===== config.mk =====
export PLATFORM = sky130hd
export DESIGN_NAME = tics_flop_bank_ctrl
export DESIGN_NICKNAME = d
export VERILOG_FILES = /design/src/rtl/tics_flop_bank_ctrl.sv
export SDC_FILE = /design/constraint.sdc
export NUM_CORES = 1
export LEC_CHECK = 0
export CAP_MARGIN = 5
export CELL_PAD_IN_SITES_DETAIL_PLACEMENT = 2
export CELL_PAD_IN_SITES_GLOBAL_PLACEMENT = 2
export CORE_ASPECT_RATIO = 1.75
export CORE_MARGIN = 3
export CORE_UTILIZATION = 23
export CTS_CLUSTER_DIAMETER = 150
export DETAILED_ROUTE_END_ITERATION = 16
export PLACE_DENSITY_LB_ADDON = 0.1
export SKIP_CTS_REPAIR_TIMING = 1
export SLEW_MARGIN = 20
export SYNTH_ARGS = -nofsm -noshare
export SYNTH_HDL_FRONTEND = slang
export SYNTH_SLANG_ARGS = --single-unit

===== constraint.sdc =====
create_clock -name in_clk -period 5.65 [get_ports in_clk]
set_input_delay 1.4125 -clock in_clk [delete_from_list [all_inputs] [get_ports in_clk]]
set_output_delay 1.4125 -clock in_clk [all_outputs]
set_load 0.005 [all_outputs]

===== src/rtl/tics_flop_bank_ctrl.sv =====
// tics_flop_bank_ctrl
// Sequencer and round-robin arbiter for a DEPTH x WIDTH bank of tics flop cells.
// Two requesters (A, B) share the bank. Writes are expanded into select/data
// setup, a one-cycle latch strobe and a hold phase. Reads sample the selected
// word of the cell Q bus and return it as a one-cycle rd_valid pulse.
//
// Optional feature macro: TICS_CLEAR_EN
//   Defined   : every write first spends one CLEAR cycle with out_clr = 1.
//   Undefined : the CLEAR state does not exist and out_clr is always 0.
module tics_flop_bank_ctrl #(
    parameter int WIDTH     = 8,
    parameter int DEPTH     = 4,
    parameter int ADDR_W    = 2,
    parameter int SETUP_CYC = 2,
    parameter int HOLD_CYC  = 1
) (
    input  logic                     in_clk,
    input  logic                     in_rst,

    input  logic                     req_a_valid,
    output logic                     req_a_ready,
    input  logic                     req_a_we,
    input  logic [ADDR_W-1:0]        req_a_addr,
    input  logic [WIDTH-1:0]         req_a_data,

    input  logic                     req_b_valid,
    output logic                     req_b_ready,
    input  logic                     req_b_we,
    input  logic [ADDR_W-1:0]        req_b_addr,
    input  logic [WIDTH-1:0]         req_b_data,

    output logic                     rd_valid,
    output logic                     rd_id,
    output logic [WIDTH-1:0]         rd_data,

    output logic [DEPTH-1:0]         out_sel,
    output logic [WIDTH-1:0]         out_d,
    output logic                     out_strobe,
    output logic                     out_clr,
    input  logic [DEPTH*WIDTH-1:0]   in_q,

    output logic                     busy
);

    // Phase counter is wide enough for the longer of the setup and hold phases.
    localparam int MAX_CYC = (SETUP_CYC > HOLD_CYC) ? SETUP_CYC : HOLD_CYC;
    localparam int CNT_W   = $clog2(MAX_CYC + 1);

    localparam logic [CNT_W-1:0] SETUP_LAST = CNT_W'(SETUP_CYC - 1);
    localparam logic [CNT_W-1:0] HOLD_LAST  = CNT_W'(HOLD_CYC - 1);
    localparam logic [CNT_W-1:0] CNT_MAX    = CNT_W'(MAX_CYC);

    typedef enum logic [2:0] {
        ST_IDLE   = 3'd0,
`ifdef TICS_CLEAR_EN
        ST_CLEAR  = 3'd1,
`endif
        ST_SETUP  = 3'd2,
        ST_STROBE = 3'd3,
        ST_HOLD   = 3'd4,
        ST_READ   = 3'd5,
        ST_RDOUT  = 3'd6
    } state_t;

    state_t             state_q;
    state_t             state_d;
    logic [CNT_W-1:0]   cnt_q;

    // rr_last_b_q = 1 means B was served last, so A wins the next tie.
    logic               rr_last_b_q;
    logic               owner_b_q;
    logic               we_q;
    logic [ADDR_W-1:0]  addr_q;
    logic [WIDTH-1:0]   data_q;
    logic [WIDTH-1:0]   rd_data_q;

    logic               grant_a;
    logic               grant_b;
    logic               xfer;
    logic               xfer_we;
    logic [DEPTH-1:0]   sel_hot;
    logic [WIDTH-1:0]   rd_word;

    // Round-robin grant, only offered while idle and out of reset.
    always_comb begin
        grant_a = 1'b0;
        grant_b = 1'b0;
        if (state_q == ST_IDLE && !in_rst) begin
            if (req_a_valid && (!req_b_valid || rr_last_b_q)) begin
                grant_a = 1'b1;
            end else if (req_b_valid) begin
                grant_b = 1'b1;
            end
        end
    end

    assign req_a_ready = grant_a;
    assign req_b_ready = grant_b;
    assign xfer        = grant_a | grant_b;
    assign xfer_we     = grant_b ? req_b_we : req_a_we;

    // Decode the latched address; out-of-range addresses select no word and read 0.
    always_comb begin
        sel_hot = '0;
        rd_word = '0;
        for (int i = 0; i < DEPTH; i++) begin
            if (addr_q == ADDR_W'(i)) begin
                sel_hot[i] = 1'b1;
                rd_word    = in_q[i*WIDTH +: WIDTH];
            end
        end
    end

    // State register and phase counter; the counter restarts on every state change and saturates.
    always_ff @(posedge in_clk) begin
        if (in_rst) begin
            state_q <= ST_IDLE;
            cnt_q   <= '0;
        end else begin
            state_q <= state_d;
            if (state_d != state_q) begin
                cnt_q <= '0;
            end else if (cnt_q != CNT_MAX) begin
                cnt_q <= cnt_q + 1'b1;
            end
        end
    end

    // Capture the granted request and advance the round-robin pointer on each transfer.
    always_ff @(posedge in_clk) begin
        if (in_rst) begin
            rr_last_b_q <= 1'b1;
            owner_b_q   <= 1'b0;
            we_q        <= 1'b0;
            addr_q      <= '0;
            data_q      <= '0;
        end else if (xfer) begin
            rr_last_b_q <= grant_b;
            owner_b_q   <= grant_b;
            we_q        <= xfer_we;
            addr_q      <= grant_b ? req_b_addr : req_a_addr;
            data_q      <= grant_b ? req_b_data : req_a_data;
        end
    end

    // Read data is sampled at the end of READ and held until the next read.
    always_ff @(posedge in_clk) begin
        if (in_rst) begin
            rd_data_q <= '0;
        end else if (state_q == ST_READ) begin
            rd_data_q <= rd_word;
        end
    end

    assign rd_data = rd_data_q;

    // Next-state logic for the write and read sequences.
    always_comb begin
        state_d = state_q;
        case (state_q)
            ST_IDLE: begin
                if (xfer) begin
                    if (xfer_we) begin
`ifdef TICS_CLEAR_EN
                        state_d = ST_CLEAR;
`else
                        state_d = ST_SETUP;
`endif
                    end else begin
                        state_d = ST_READ;
                    end
                end
            end
`ifdef TICS_CLEAR_EN
            ST_CLEAR: begin
                state_d = ST_SETUP;
            end
`endif
            ST_SETUP: begin
                if (cnt_q == SETUP_LAST) begin
                    state_d = ST_STROBE;
                end
            end
            ST_STROBE: begin
                state_d = ST_HOLD;
            end
            ST_HOLD: begin
                if (cnt_q == HOLD_LAST) begin
                    state_d = ST_IDLE;
                end
            end
            ST_READ: begin
                state_d = ST_RDOUT;
            end
            ST_RDOUT: begin
                state_d = ST_IDLE;
            end
            default: begin
                state_d = ST_IDLE;
            end
        endcase
    end

    // Cell-side and read-return outputs decoded from the current state.
    always_comb begin
        out_sel    = '0;
        out_d      = '0;
        out_strobe = 1'b0;
        out_clr    = 1'b0;
        rd_valid   = 1'b0;
        rd_id      = 1'b0;
        case (state_q)
`ifdef TICS_CLEAR_EN
            ST_CLEAR: begin
                out_clr = 1'b1;
                out_sel = sel_hot;
            end
`endif
            ST_SETUP: begin
                out_sel = sel_hot;
                out_d   = data_q;
            end
            ST_STROBE: begin
                out_sel    = sel_hot;
                out_d      = data_q;
                out_strobe = 1'b1;
            end
            ST_HOLD: begin
                out_sel = sel_hot;
                out_d   = data_q;
            end
            ST_READ: begin
                out_sel = sel_hot;
            end
            ST_RDOUT: begin
                rd_valid = 1'b1;
                rd_id    = owner_b_q;
            end
            default: begin
                out_sel = '0;
            end
        endcase
    end

    assign busy = (state_q != ST_IDLE);

    // The latched write-enable only steers the IDLE decision through xfer_we;
    // keep it referenced so the captured request stays complete for debug.
    logic unused_we;
    assign unused_we = we_q;

endmodule


# After elaboration in Yosys (flattened, before gate mapping)
# Cells that the tools add are included.
# totals
romBits	0
word_cells	58
ram_bits	0
latch_bits	0
mem_count	0
reg_bits	25
output_inout_bits	27
# op_classes
order_cmp	0
shift	0
bitwise_logic	1
addsub	1
div_mod_pow	0
n_eq_ne	11
n_mul	0
mux	26
reduce_logical	12
# op_table
op	count
$mux 8	6
$pmux 3 s5	1
$mux 1	13
$mux 3	4
$eq 3x3->1 const B	3
$eq 3x2->1 const B	2
$eq 2x1->1 const B	2
$eq 2x2->1 const B	2
$logic_not 2->1	2
$mux 4	1
$reduce_or 4->1	1
$logic_not 3->1	1
$ne 3x3->1	1
$reduce_bool 3->1	1
$reduce_or 3->1	1
$add 2x1->2 const B	1
$logic_and 1x1->1	2
$logic_not 1->1	2
$mux 2	1
$ne 2x2->1 const B	1
$reduce_or 2->1	1
$logic_or 1x1->1	1
$or 1x1->1	1

# Logic depth before layout (Yosys ltp)
# depth
ltp_word	11
depth_mapped	6

# Worst setup path after synthesis
# OpenSTA, ideal clock, no wires.
# synth_timing
kind	input-to-output
startpoint	input port in_rst
endpoint	output port req_a_ready
stages	5
arrival_time_ns	2.402
t_required_ns	4.238
setup_slack_ns	1.835
path_buffers	3
path_cell_list	clkbuf_1 > or4_1 > buf_2 > buf_6 > nor3_4
# synth_via
elab_chain_cells	3
# synth_lines
item	line	source
start: declaration	18	input logic in_rst,
$logic_not 1->1	88	if (state_q == ST_IDLE && !in_rst) begin
$logic_and 1x1->1	88	
$mux 1	88	
end: declaration	21	output logic req_a_ready,
# Every way passes these cells.

# Worst setup path after layout
# Ends and elaborated chain as after synthesis.

==> impl_metrics.json <==
{
  "fin_crit_ns": 4.679,
  "worstMarginPinSlew_ns": 0.7849,
  "grt_pass1_vias": 1910,
  "p_leak_nw": 0.8683,
  "avgSynthCellArea_um2": 8.813,
  "start_util_pct": 24.13,
  "fin_worst_skew_ns": 0.002747,
  "setup_ws_ns": 0.9706,
  "diodes": 0,
  "ant_nets": 0,
  "yosys-mux-area-fraction_pct": 12.41,
  "rsz0062_at_grt": "false",
  "n_fill_cell": 742,
  "clockBufferDepth": 2,
  "drc": 0,
  "layout.nets": 318,
  "synth_common_cells": "25 x dfxtp_1, 20 x nand2_1, 13 x nor3_1",
  "worstHoldPathType": "flip-flop to flip-flop",
  "synth_edf_count": 0,
  "cp_top_family": "buffers and inverters",
  "synth_xor_area_share_pct": 1.629,
  "wl_per_cell_um": 18.03,
  "fmax_mhz": 213.7,
  "num_rows": 39,
  "crit_path_top_delay_cell": "clkdlybuf4s50_1",
  "drt_iter0_markers": 27,
  "worstSetupEndpointType": "output port",
  "dieArea_um2": 8093,
  "cpPeakStageDelay_ns": 0.53,
  "period_share_pct": 82.82,
  "synth_seq_area_share_pct": 31.03,
  "crit_type": "primary input to output port",
  "clkSinkCount": 25,
  "core_um2": 6685,
  "final_layout_size_suffix_gt1_share_pct": 11.33,
  "syn_area_um2": 1613,
  "synth.area.top_cells": "dfxtp_1 31%, mux4_2 11%, a311oi_1 6.0%, o31ai_2 5.4%, nand2_1 4.7%",
  "p_per_area_nw_per_um2": 228.5,
  "antenna_found_initial": 0,
  "ios": 85,
  "slew_headroom_pct": 46.17,
  "dp_slack_ns": 0.9562,
  "synth_top_area_cell": "dfxtp_1",
  "yosysWarningCount": 0,
  "crit_buf_inv": 3,
  "synth_top_family_by_area": "simple AND/OR/NAND/NOR gates",
  "cts_inserted_buffers": 3,
  "synth_fa_ha_area_share_pct": 2.327,
  "outcome": "finished, final reports clean",
  "overflow": 0,
  "synth_async_sr_flop_share_pct": 0,
  "first_pass_iters": 4,
  "clk_pin_slew_ns": 0.06,
  "cpMostUsedCell": "clkdlybuf4s50_1",
  "synth-compound-area-share_pct": 19.63,
  "syn_inst": 183,
  "drt_wl_total_um": 6095,
  "cp_data_required_time_ns": 4.24,
  "vias_per_cell": 5.071,
  "syn_to_final_growth_pct": 60.20,
  "post-dp-hpwl_um": 4745,
  "place_area_um2": 2504,
  "slew_viol_final": 0,
  "tns_ns": 0,
  "yosys.area_share.simple_pct": 25.76,
  "setup_viol": 0,
  "insertion_delay_ns": 0.27,
  "gp_congestion": 0.7047,
  "grt_usage_pct": 15.55,
  "cap_violations": 0,
  "vias": 1714,
  "yosys.cell_types.count": 40,
  "synth.most_common_cell": "dfxtp_1",
  "start_kind": "primary input",
  "htreeDepth": 1,
  "critPathMaxFanout": 23,
  "finalInstanceArea_um2": 2584,
  "yosysTopAreaCellShare_pct": 31.03,
  "die_h_um": 116.8,
  "grt_pass1_wl_um": 9908,
  "worstPathCellList": "clkdlybuf4s50_1 -> or4_1 -> buf_4 -> nor3_4 -> clkdlybuf4s50_1",
  "finalHoldViolations": 0,
  "die_w_um": 69.30,
  "ys_ff_latch": 25,
  "critical_path_arrival_ns": 3.27,
  "max-vdd-ir-drop_v": 0.0001076,
  "clock-root-buffer": "clkbuf_16",
  "tritoncts": "yes",
  "regToRegSetupSlack_ns": 3.82,
  "grt_max_degree": 26,
  "synth-main-ff-cell": "dfxtp_1",
  "io_buffer_count": 83,
  "syn_nets": 244
}
[layout by cell type, fill, tap and decap left out, types with 6 or more instances in the layout]
cell type	instances
a21oi_1	8
a311oi_1	11
and2_1	9
buf_4	6
clkdlybuf4s50_1	83
dfxtp_1	25
mux4_2	8
nand2_1	20
nand4_1	10
nor2_1	7
nor3_1	13
o31ai_2	7
[flip-flops by register name (all words and copies together), names as in the netlist]
| signal | flops |
|---|---|
| owner_b_q | 1 |
| data_q | 8 |
| state_q | 3 |
| rd_data | 8 |
| rr_last_b_q | 1 |
| addr_q | 2 |
| cnt_q | 2 |
[final cells by class]
cell class / instances / area, um2 / share of cell area (%)
Inverter: 5 / 18.77 / 0.7264
Tap cell: 82 / 102.6 / 3.971
Multi-Input combinational cell: 133 / 1006 / 38.93
Clock buffer: 3 / 75.07 / 2.906
Sequential cell: 25 / 500.5 / 19.37
Clock inverter: 1 / 5.005 / 0.1937
Timing Repair Buffer: 89 / 875.8 / 33.90
[per-layer routing]
| metal | vias up | track usage, % | part of all wire (%) |
|---|---|---|---|
| met5 | - | 0 | 0 |
| met4 | 0 | 5.476 | 1.6 |
| met3 | 6 | 3.932 | 5.5 |
| met2 | 58 | 31.95 | 58 |
| met1 | 825 | 14.56 | 35 |
| li1 | 825 | - | - |
[final timing paths]
check	end	cells past startpoint	start
worst max-delay path	req_a_ready	5	in_rst
worst min-delay path	rd_data[5]	2	rd_data[5]
worst max register to register	data_q[6]	4	state_q[2]
worst min register to register	rd_data[5]	2	rd_data[5]
[logic make-up (layout without fill, tap and decap cells)]
kind of cell,after synthesis,after routing
buffers and inverters,25,98
AO/OA/AOI/OAI,39,39
AND/OR/NAND/NOR,77,77
adder cells (fa/ha/maj),3,3
XOR/XNOR,3,3
multiplexers,10,10
flip-flops,25,25
other,1,1
[worst register-to-register path, stage by stage, from the launching register on]
cell and delay (ns):
dfxtp_1 0.46, or4_1 0.58, buf_4 0.25, o31ai_1 0.28, a311oi_1 0.14
[power breakdown]
| part | switching (mW) | internal (mW) | total, mW | leakage [nW] |
|---|---|---|---|---|
| Sequential | 0.0291 | 0.194 | 0.224 | 0.204 |
| Combinational | 0.0887 | 0.113 | 0.202 | 0.623 |
| Clock | 0.0690 | 0.0958 | 0.165 | 0.0409 |
[stage by stage]
step	hold slack, ns	std cells	power (mW)	util (%)
after global routing	0.4794	338	0.6288	38.65
final	0.4568	338	0.5903	38.65
after global placement	0.4419	334	0.4304	37.45
after detailed placement	0.4540	334	0.4340	37.45
after CTS	0.4634	338	0.6049	38.65
after floorplan	0.4449	183	0.3327	-
No activity file was read; power rests on OpenSTA's default activity.
